[src/rtl/sim_pkg.sv]
// Shared types and constants for the block-similarity controller.
package sim_pkg;

    localparam int unsigned PIX_W = 8;

    typedef enum logic [1:0] {IDLE, RUN, DRAIN, DONE} state_e;

    // Sum of n results of at most 255 each fits without overflow.
    function automatic int unsigned acc_width(input int unsigned n);
        return PIX_W + $clog2(n);
    endfunction

endpackage

[src/rtl/sim_acc.sv]
// Valid-gated block sum and minimum tracker with synchronous clear.
module sim_acc
    import sim_pkg::*;
#(
    parameter int unsigned ACC_W = 14
) (
    input  logic             clk,
    input  logic             rst,
    input  logic             clr,
    input  logic             vld,
    input  logic [PIX_W-1:0] res,
    output logic [ACC_W-1:0] sum,
    output logic [PIX_W-1:0] min_res
);

    logic [ACC_W-1:0] sum_q;
    logic [PIX_W-1:0] min_q;

    // Clear wins: a block start presets min to the largest value.
    always_ff @(posedge clk or negedge rst) begin
        if (!rst) begin
            sum_q <= '0;
            min_q <= '0;
        end else if (clr) begin
            sum_q <= '0;
            min_q <= '1;
        end else if (vld) begin
            sum_q <= sum_q + ACC_W'(res);
            if (res < min_q) begin
                min_q <= res;
            end
        end
    end

    assign sum     = sum_q;
    assign min_res = min_q;

endmodule

[src/rtl/sim_block_ctrl.sv]
// Sequences one block of N pixel-pair reads through the similarity datapath
// and accumulates the block sum and minimum.
module sim_block_ctrl
    import sim_pkg::*;
#(
    parameter  int unsigned N       = 64,
    parameter  int unsigned AW      = 10,
    parameter  int unsigned MEM_LAT = 1,
    parameter  int unsigned DP_LAT  = 1,
    localparam int unsigned ACC_W   = acc_width(N)
) (
    input  logic             clk,
    input  logic             rst,
    input  logic             start,
    input  logic [AW-1:0]    a_base,
    input  logic [AW-1:0]    b_base,
    input  logic             hold,
    output logic [AW-1:0]    a_addr,
    output logic [AW-1:0]    b_addr,
    output logic             rd_en,
    input  logic [PIX_W-1:0] a_data,
    input  logic [PIX_W-1:0] b_data,
    output logic [PIX_W-1:0] dp_op1,
    output logic [PIX_W-1:0] dp_op2,
    input  logic [PIX_W-1:0] dp_res,
    output logic             busy,
    output logic             done,
    output logic [ACC_W-1:0] sim_sum,
    output logic [PIX_W-1:0] sim_min
);

    localparam int unsigned DEPTH = MEM_LAT + 1 + DP_LAT;
    localparam int unsigned KW    = $clog2(N);

    state_e           state_q, state_d;
    logic [AW-1:0]    a_base_q, b_base_q;
    logic [KW-1:0]    k_q, k_d;
    logic [DEPTH-1:0] vld_q;
    logic [PIX_W-1:0] op1_q, op2_q;
    logic             start_acc;

    always_comb begin
        state_d   = state_q;
        k_d       = k_q;
        rd_en     = 1'b0;
        start_acc = 1'b0;
        unique case (state_q)
            IDLE: begin
                if (start) begin
                    start_acc = 1'b1;
                    k_d       = '0;
                    state_d   = RUN;
                end
            end
            RUN: begin
                if (!hold) begin
                    rd_en = 1'b1;
                    k_d   = k_q + KW'(1);
                    if (k_q == KW'(N - 1)) begin
                        state_d = DRAIN;
                    end
                end
            end
            // Leave once only the final stage can still be occupied, so its
            // accumulate lands on the same edge that enters DONE.
            DRAIN: begin
                if (vld_q[DEPTH-2:0] == '0) begin
                    state_d = DONE;
                end
            end
            DONE: state_d = IDLE;
            default: state_d = IDLE;
        endcase
    end

    always_ff @(posedge clk or negedge rst) begin
        if (!rst) begin
            state_q  <= IDLE;
            k_q      <= '0;
            a_base_q <= '0;
            b_base_q <= '0;
            vld_q    <= '0;
        end else begin
            state_q <= state_d;
            k_q     <= k_d;
            vld_q   <= {vld_q[DEPTH-2:0], rd_en};
            if (start_acc) begin
                a_base_q <= a_base;
                b_base_q <= b_base;
            end
        end
    end

    // Memory data for a read is present while its token sits at index MEM_LAT-1.
    always_ff @(posedge clk or negedge rst) begin
        if (!rst) begin
            op1_q <= '0;
            op2_q <= '0;
        end else if (vld_q[MEM_LAT-1]) begin
            op1_q <= a_data;
            op2_q <= b_data;
        end
    end

    assign a_addr = a_base_q + AW'(k_q);
    assign b_addr = b_base_q + AW'(k_q);
    assign dp_op1 = op1_q;
    assign dp_op2 = op2_q;
    assign busy   = (state_q == RUN) || (state_q == DRAIN);
    assign done   = (state_q == DONE);

    sim_acc #(
        .ACC_W (ACC_W)
    ) u_acc (
        .clk     (clk),
        .rst     (rst),
        .clr     (start_acc),
        .vld     (vld_q[DEPTH-1]),
        .res     (dp_res),
        .sum     (sim_sum),
        .min_res (sim_min)
    );

endmodule
[config.mk]
export PLATFORM = sky130hd
export DESIGN_NAME = sim_block_ctrl
export DESIGN_NICKNAME = d
export VERILOG_FILES = /design/src/rtl/sim_pkg.sv /design/src/rtl/sim_acc.sv /design/src/rtl/sim_block_ctrl.sv
export SDC_FILE = /design/constraint.sdc
export NUM_CORES = 1
export LEC_CHECK = 0
export CAP_MARGIN = 20
export CORE_MARGIN = 3
export CORE_UTILIZATION = 55
export CTS_CLUSTER_SIZE = 8
export DETAILED_ROUTE_END_ITERATION = 10
export DONT_BUFFER_PORTS = 1
export HOLD_SLACK_MARGIN = 0.15
export MAX_ROUTING_LAYER = met4
export PLACE_DENSITY = 0.73
export SYNTH_ARGS = -nofsm -noshare
export SYNTH_HDL_FRONTEND = slang
export SYNTH_SLANG_ARGS = --single-unit
[constraint.sdc]
create_clock -name clk -period 1.8 [get_ports clk]
set_input_delay 0.27 -clock clk [delete_from_list [all_inputs] [get_ports clk]]
set_output_delay 0.27 -clock clk [all_outputs]
set_load 0.02 [all_outputs]
==> results of run 1 <==
-- registers in the layout, summed over array words and instances, names as in the netlist, 3 cells and up --
name,flops
k_q,6
dp_op1,8
b_base_q,10
a_base_q,10
u_acc.min_res,8
u_acc.sum,14
dp_op2,8
vld_q,3
-- power breakdown --
part	switching (mW)	total [mW]	internal, mW
sequential	0.862	3.07	2.21
clock	0.689	1.21	0.518
combinational	3.24	6.26	3.02
total	4.79	10.5	5.75
-- worst paths after layout --
kind	from	to	slack [ns]	depth (start not counted)
min in group clk	dp_res[0]	u_acc.sum[0]$_DFFE_PN0P_	0.18	3
setup reg to reg	u_acc.sum[1]$_DFFE_PN0P_	u_acc.sum[12]$_DFFE_PN0P_	-0.01	7
hold reg to reg	vld_q[1]$_DFF_PN0_	vld_q[2]$_DFF_PN0_	0.38	0
setup / recovery	k_q[0]$_DFFE_PN0P_	b_addr[8]	-0.81	9
max in group asynchronous	rst	u_acc.sum[0]$_DFFE_PN0P_	2.08	0
hold / removal	rst	a_base_q[1]$_DFFE_PN0P_	-0.41	0
-- routing by layer --
layer | vias up | part of all wire (%)
li1 | 1686 | -
met1 | 1777 | 38
met2 | 156 | 53
met3 | 36 | 6.7
met4 | 0 | 2.9
met5 | - | 0
-- cells in the final DEF (no fill, tap or decap), drive strengths merged, types with 2 or more instances in the layout --
| cell | instances |
|---|---|
| dlygate4sd3 | 45 |
| o21a | 5 |
| clkbuf | 9 |
| o211ai | 4 |
| nor2 | 20 |
| buf | 86 |
| clkinvlp | 4 |
| and2 | 2 |
| dfrtp | 69 |
| o22a | 2 |
| xnor2 | 12 |
| nor3b | 2 |
| and3 | 3 |
| or3 | 4 |
| inv | 24 |
| ha | 33 |
| mux2 | 16 |
| xor2 | 11 |
| fa | 3 |
| o2111ai | 2 |
| o21ai | 27 |
| mux2i | 7 |
| nand2 | 78 |
| nor2b | 5 |
| a21oi | 18 |
| nand3 | 27 |
| o31a | 2 |
| nand4 | 5 |
| a211oi | 4 |
| o21bai | 2 |
| nand2b | 2 |
| a21o | 3 |
-- area by class of cell --
class                           count  share of cell area, %
Multi-Input combinational cell    309                  44.51
Sequential cell                    69                  29.23
Timing Repair Buffer              131                  19.73
Clock buffer                        9                  2.089
Tap cell                           96                  2.026
Inverter                           21                  1.414
Clock inverter                      7                 0.9920
-- worst register-to-register path, cell delays in order, from the launching register on --
cell and delay, ns:
dfrtp_2 0.45, buf_6 0.14, fa_2 0.38, a211oi_2 0.22, o211ai_1 0.15, nand4_1 0.13
xor2_1 0.17, nor2_1 0.06
-- cells by family (layout without fill, tap and decap cells) --
group | after synthesis | count (layout) | synth area share (%)
compound gates | 75 | 75 | 12.22
xor+xnor | 23 | 23 | 5.109
fa+ha+maj | 36 | 36 | 12.00
buf+inv | 32 | 168 | 3.110
flops | 69 | 69 | 43.80
mux | 23 | 23 | 6.347
simple gates | 152 | 152 | 17.42
-- through the flow --
step | setup slack [ns] | cell area [um^2]
finish | -0.8055 | 5928
global route | -0.8660 | 5928
CTS | -0.6880 | 5459
detailed placement | -0.3264 | 4631
global placement | -0.2772 | 4631
floorplan | -0.2525 | 4076
-- timing repair --
action / in CTS / in global routing
setup buffers: 9 / 20
gates resized for setup: 35 / 59
hold endpoints to repair: 114 / 69
pin swaps: 22 / 33
endpoints found under the setup margin: 35 / 37
==> summary.txt, run 1 <==
Global routing
  – Global-route wire length before repair: ~17 mm
  – Tot GR Track Use: 26.95%
  – Met1 usage: 30.34%
  – Vias in the first global route: about 3,600
  – Met2 Resource Use GR: 46.82%
  – Initial antenna violation count: 0
  – GRT busiest layer: met2
  – Largest net degree at the start of global routing: 70
  – GRT Residual Overflow: 0
  – Global-route track usage on met3: 6.083%

Routing
  – First-pass DRT Iterations: 4
  – WL/cell: 19.12 um
  – DRT iter0 DRCs: between 150 and 200
  – Via count: 3,655
  – Antenna Nets Post-Route: 0
  – Final WL: 12.27 mm
  – Residual DRC: 0
  – Drt via density: about 5.7

Die
  – # IOs: 109
  – Die ar.: 8220 um^2
  – Starting Density: 57.40%
  – Die W: 90.67 um
  – Cell row count: 30
  – Core area: 6869 um^2
  – Die Height: 90.67 um

Final layout
  – Antenna Cells: 0
  – Sequential cell area: 1733 um^2
  – Fill cells: 350
  – Area of the multi-input gates: roughly 2600 um^2
  – Final core utilization: 86.30%
  – Layout cell share with drive strength beyond 1: between 30% and 40%
  – Nets: between 600 and 700
  – Non-filler instance count after layout: 642
  – Layout area overhead: 50.37%

Setup path
  – CP Data Required Time: 1.53 ns
  – CP max FO: 2
  – Crit end category: primary output
  – Critical Setup Path Class: reg2out
  – Startpoint type of the worst setup path: flip-flop
  – Max incr delay on CP: 0.42 ns
  – Crit-path cells: buf_12 -> ha_4 -> inv_2 -> fa_2 -> nor2b_2 -> o31a_1 -> o21a_1 -> o21bai_2 -> xnor2_2
  – CP arrival: 2.34 ns
  – Crit path max-delay cell type: dfrtp_2
  – CP Buf/Inv Count: 2
  – Cell family with most CP delay: adder cells

Power
  – Maximum vdd drop: 0.0009345 V
  – PwrDens: 1778 nW/um^2
  – P_leak: 2.694 nW
  – Pwr Total: 10.54 mW

CTS
  – Post-CTS Hold Buffers: 45
  – Total CTS buffers: 9
  – Worst-path clk slew: 0.08 ns
  – H-tree depth: 3
  – Longest Clk Path Bufs: 2
  – CTS tree: yes
  – Sinks on Clock Net: 69
  – CTS root buf: clkbuf_8
  – Clock Latency Late Sink: between 0.3 and 0.4 ns

STA
  – Post-Route Skew: 0.007972 ns
  – Final setup vio count: 21
  – Slew Viols, Final: 0
  – Hold WS: -0.4079 ns
  – RSZ-0062 raised after global routing: true
  – Setup TNS: -9.607 ns
  – Final setup margin: -0.8055 ns
  – Max-slew headroom: roughly 77%
  – Hold Vio Cnt, Final: a little under 70
  – Final Cycle Share: 144.8%
  – Fmax: 383.8 MHz
  – Post-layout min period: roughly 2.6 ns
  – Slew @ Worst Pin: 0.3393 ns

Synth
  – Yosys top cell area share: 43.80%
  – Synthesized area: 3943 um^2
  – Post-synth top area cell: dfrtp_1
  – Synth Instances: between 400 and 500
  – Largest cells by area after synthesis: dfrtp_1 (44%), ha_1 (10%), nand2_1 (7.4%)
  – Asr flop ratio synth: 100.0%
  – Post-synth EDFFs: 0
  – Cell variety after synth: 46
  – Synth top cells by count: nand2_1 (78), dfrtp_1 (69), ha_1 (33)
  – Ys flop type: dfrtp_1
  – Synthesized net count: 494
  – Syn avg cell area: 9.616 um^2
  – Synthesis-stage register bit count: slightly below 70
  – YS warnings: 0
  – Seq/Total Area, Yosys: 43.80%
  – Most instantiated library cell after synthesis: nand2_1

Placement
  – Final GP Congestion: 0.8378
  – IO Port Bufs: 0
  – Placed insts: 557
  – Hpwl dp: 6.684 mm

Hold path
  – Worst Hold Class: in2async

Outcome
  – Failing checks: negative hold slack, negative setup slack
  – Outcome: complete, but fails checks

Flow run
  – Max_cap viols: 0
Note: power is estimated with default switching activity, not from simulation.
==> run 2: changes to the inputs <==
ABC_AREA = 1   (was default)
CTS_BUF_LIST = sky130_fd_sc_hd__clkbuf_4   (was default)
REMOVE_ABC_BUFFERS = 1   (was default)
==> run 2 against run 1 <==
The run ends with negative setup slack left. Clock power is 24% lower. Hold slack better by 0.58 ns. Routed wire length is 1.8% higher. Die area is 4.3% higher. Utilization is 5.1 points lower. Global-route usage is 1.0 points higher. Synthesized cell count is 19% higher. Combinational power is 3.7% lower. Worst setup slack better by 0.10 ns. Cell area is 3.9% lower. Critical path type unchanged. Largest power group unchanged. Highest routed layer unchanged.
==> summary.txt, run 2 <==
Global routing
  – GRT Residual Overflow: 0 (unchanged)
  – Largest net degree at the start of global routing: 70 (unchanged)
  – Met1 usage: 32.38% (+2.0 points)
  – Met2 Resource Use GR: 46.77% (-0.052 points)
  – GRT busiest layer: met2
  – Tot GR Track Use: 27.98% (+1.0 points)
  – Global-route track usage on met3: 7.636% (+1.6 points)
  – Global-route wire length before repair: 18.43 mm (+6.2%)
  – Vias in the first global route: 3,870 (+6.6%)
  – Initial antenna violation count: 0 (unchanged)

Setup path
  – Cell count of the worst reg-to-reg path: 10 (+3)
  – R2R Path End: u_acc.sum[8]$_DFFE_PN0P_
  – Worst R2R Setup Slack: 0.07 ns (+0.08 ns)
  – Crit-path cells: ha_2 -> inv_2 -> fa_2 -> inv_2 -> nand4_1 -> o211ai_1 -> xor2_1 -> buf_4
  – CP dominant cell by count: inv_2
  – Startpoint type of the worst setup path: flip-flop
  – Cell family with most CP delay: adder cells
  – Critical Setup Path Class: reg2out
  – CP Data Required Time: 1.53 ns (about the same)
  – Crit path max-delay cell type: dfrtp_1
  – CP Buf/Inv Count: 3 (+1)
  – Crit path capture: b_addr[6]
  – Critical path startpoint: k_q[0]$_DFFE_PN0P_
  – Max incr delay on CP: 0.41 ns (about the same)
  – Worst r2r src: u_acc.sum[0]$_DFFE_PN0P_
  – CP arrival: 2.23 ns (-0.11 ns)
  – CP max FO: 3 (+1)
  – Crit end category: primary output
  – Stages on worst setup path: 8 (-1)

Synth
  – Most instantiated library cell after synthesis: nand2_1
  – Post-synth EDFFs: 0 (unchanged)
  – Seq/Total Area, Yosys: 41.88% (-1.9 points)
  – Post-synth top area cell: dfrtp_1
  – Ys flop type: dfrtp_1
  – Cell variety after synth: 38 (-17%)
  – Synthesis-stage register bit count: 69 (unchanged)
  – Yosys top cell area share: 41.88% (-1.9 points)
  – YS warnings: 0 (unchanged)
  – Largest cells by area after synthesis: dfrtp_1 (42%), nand2_1 (14%), ha_1 (10%)
  – Synth Instances: 489 (+19%)
  – Synth top cells by count: nand2_1 (152), dfrtp_1 (69), inv_1 (45)
  – Asr flop ratio synth: 100.0% (unchanged)
  – Synthesized area: 4123 um^2 (+4.6%)
  – Syn avg cell area: 8.431 um^2 (-12%)

Die
  – Die Height: 92.58 um (+2.1%)
  – Die W: 92.58 um (+2.1%)
  – Starting Density: 58.73% (+1.3 points)
  – Die ar.: 8571 um^2 (+4.3%)
  – Core area: 7019 um^2 (+2.2%)
  – Cell row count: 30 (unchanged)
  – # IOs: 109 (unchanged)

STA
  – Slew Viols, Final: 0 (unchanged)
  – Fmax: 399.6 MHz (+4.1%)
  – Hold Vio Cnt, Final: 0 (-100%)
  – Final setup margin: -0.7027 ns (+0.1029 ns)
  – Post-Route Skew: 0.01119 ns (+0.003218 ns)
  – Final setup vio count: 18 (-14%)
  – Hold WS: 0.1721 ns (+0.5799 ns)
  – Slew @ Worst Pin: 0.4075 ns (+0.06822 ns)
  – Final Cycle Share: 139.0% (-5.7 points)
  – Post-layout min period: 2.503 ns (-0.1029 ns)
  – RSZ-0062 raised after global routing: true
  – Max-slew headroom: 72.84% (-4.5 points)

Power
  – Pwr Total: 10.00 mW (-5.1%)
  – Part of the power in combinational logic: 60.2% (+0.8 points)
  – P_leak: 2.889 nW (+7.2%)
  – Maximum vdd drop: 0.001007 V (+7.8%)
  – Switching Fraction: 48.55% (+3.1 points)
  – NetSw: 4.857 mW (+1.4%)
  – Clock network power share: 9.2% (-2.3 points)
  – Reg power frac: 30.6% (+1.5 points)
  – Internal: 5.147 mW (-10%)
  – PwrDens: 1755 nW/um^2 (-1.3%)

Final layout
  – Layout area overhead: 38.24%
  – Non-filler instance count after layout: 709 (+10%)
  – Fill cells: 411 (+17%)
  – Largest register FFs: 14 (unchanged)
  – Commonest non-fill, non-tap cell in the layout: nand2_1
  – Most frequent cells in the layout: nand2_1 (141), dfrtp_1 (64), buf_4 (61), dlygate4sd3_1 (47), inv_1 (37)
  – Nets: 692 (+11%)
  – Antenna Cells: 0 (unchanged)
  – Layout cell share with drive strength beyond 1: 29.53% (-6.9 points)
  – Final core utilization: 81.19% (-5.1 points)

CTS
  – CTS tree: yes
  – CTS root buf: clkbuf_4
  – Sinks on Clock Net: 69 (unchanged)
  – Total CTS buffers: 9 (unchanged)
  – H-tree depth: 3 (unchanged)
  – Clock Latency Late Sink: 0.43 ns (+0.07 ns)
  – Longest Clk Path Bufs: 2 (unchanged)
  – Worst-path clk slew: 0.12 ns (+0.04 ns)

Hold path
  – Worst Hold Class: in2reg

Placement
  – Final GP Congestion: 0.9174 (+9.5%)
  – IO Port Bufs: 0 (unchanged)
  – Hpwl dp: 7.157 mm (+7.1%)
  – Placed insts: 631 (+13%)

Routing
  – Drt via density: 5.547 (-2.6%)
  – First-pass DRT Iterations: 4 (unchanged)
  – Residual DRC: 0 (unchanged)
  – Via count: 3,933 (+7.6%)
  – Antenna Nets Post-Route: 0 (unchanged)
  – WL/cell: 17.62 um (-7.8%)
  – DRT iter0 DRCs: 227 (+34%)
  – Final WL: 12.50 mm (+1.8%)

Flow run
  – Max_cap viols: 0 (unchanged)

Outcome
  – Failing checks: negative setup slack
  – Outcome: complete, but fails checks
==> run 2: cell types whose count changed in the layout (fill, tap and decap cells not counted), sizes merged, moves of 7 or more <==
cell   previous run  this run
or2               0         9
nand3            27        35
nor2             20        29
xnor2            12         4
inv              24        51
o21ai            27        19
mux2i             7         0
buf              86        69
a21oi            18        26
nand2            78       155
==> run 2: per-stage QoR <==
stage                     cell area, um^2  setup TNS [ns]  worst slack, ns
after global routing                 5699          -9.755          -0.7830
after floorplan                      4078         -0.8625          -0.2387
after global placement               4603         -0.4885          -0.1875
after CTS                            5482          -7.213          -0.6239
final                                5699          -8.193          -0.7027
after detailed placement             4603         -0.7862          -0.2340
==> run 2: layout make-up <==
| type | count | area, um^2 | area share, % |
|---|---|---|---|
| inverter | 49 | 183.9 | 3.227 |
| sequential | 69 | 1733 | 30.41 |
| clock inverter | 7 | 50.05 | 0.8782 |
| timing repair buffer | 116 | 1035 | 18.16 |
| tap | 96 | 120.1 | 2.108 |
| clock buffer | 9 | 67.56 | 1.186 |
| multi-input combinational | 363 | 2510 | 44.04 |
==> run 2: repair_timing <==
item / in CTS / in global routing
setup buffers: 7 / 10
endpoints found under the setup margin: 22 / 26
endpoints found under the hold margin: 117 / 0
resized for setup: 43 / 41
hold buffers: 48 / 0
pin swaps: 17 / 28
==> run 2: routing by layer <==
metal	vias up	share of wire, %
met4	0	3.2
met5	-	0
met2	202	51
met1	1868	37
li1	1822	-
met3	41	8.0
==> run 2: worst min-delay path by stage <==
stage / start / to / slack [ns] / cells after the start
global route: hold / k_q[5]$_DFFE_PN0P_ / 0.17 / 5
detailed placement: rst / u_acc.sum[0]$_DFFE_PN0P_ / -0.02 / 0
floorplan: rst / a_base_q[0]$_DFFE_PN0P_ / -0.03 / 0
finish: hold / k_q[5]$_DFFE_PN0P_ / 0.17 / 5
CTS: hold / k_q[5]$_DFFE_PN0P_ / 0.16 / 5
global placement: rst / u_acc.sum[1]$_DFFE_PN0P_ / -0.02 / 0
==> run 2: worst reg2reg max path: stages, from the launching register on <==
cell	delay, ns
dfrtp_1	0.41
ha_2	0.20
fa_2	0.37
nand2_2	0.08
nand3_2	0.08
and2_4	0.18
nand2_4	0.06
nand2_4	0.06
nand3_2	0.06
nand2_1	0.06
nor2_1	0.12
==> run 2: logic make-up (layout without fill, tap and decap cells) <==
kind of cell             count (synthesis)  in the layout  share of synthesized area, %
adder cells (fa/ha/maj)                 36             36                         11.47
AO/OA/AOI/OAI                           57             57                         8.407
AND/OR/NAND/NOR                        237            237                         24.70
multiplexers                            16             16                         4.370
buffers and inverters                   57            181                         5.553
flip-flops                              69             69                         41.88
XOR/XNOR                                17             17                         3.611
==> run 2: power by group through the flow <==
| stage | Clock [mW] | Combinational [mW] | Sequential, mW |
|---|---|---|---|
| after floorplan | 0 | 2.89 | 3.10 |
| after global routing | 0.993 | 6.48 | 3.13 |
| after detailed placement | 0 | 4.65 | 2.97 |
| final | 0.920 | 6.03 | 3.06 |
| after global placement | 0 | 4.50 | 2.95 |
| after CTS | 0.924 | 5.28 | 3.01 |
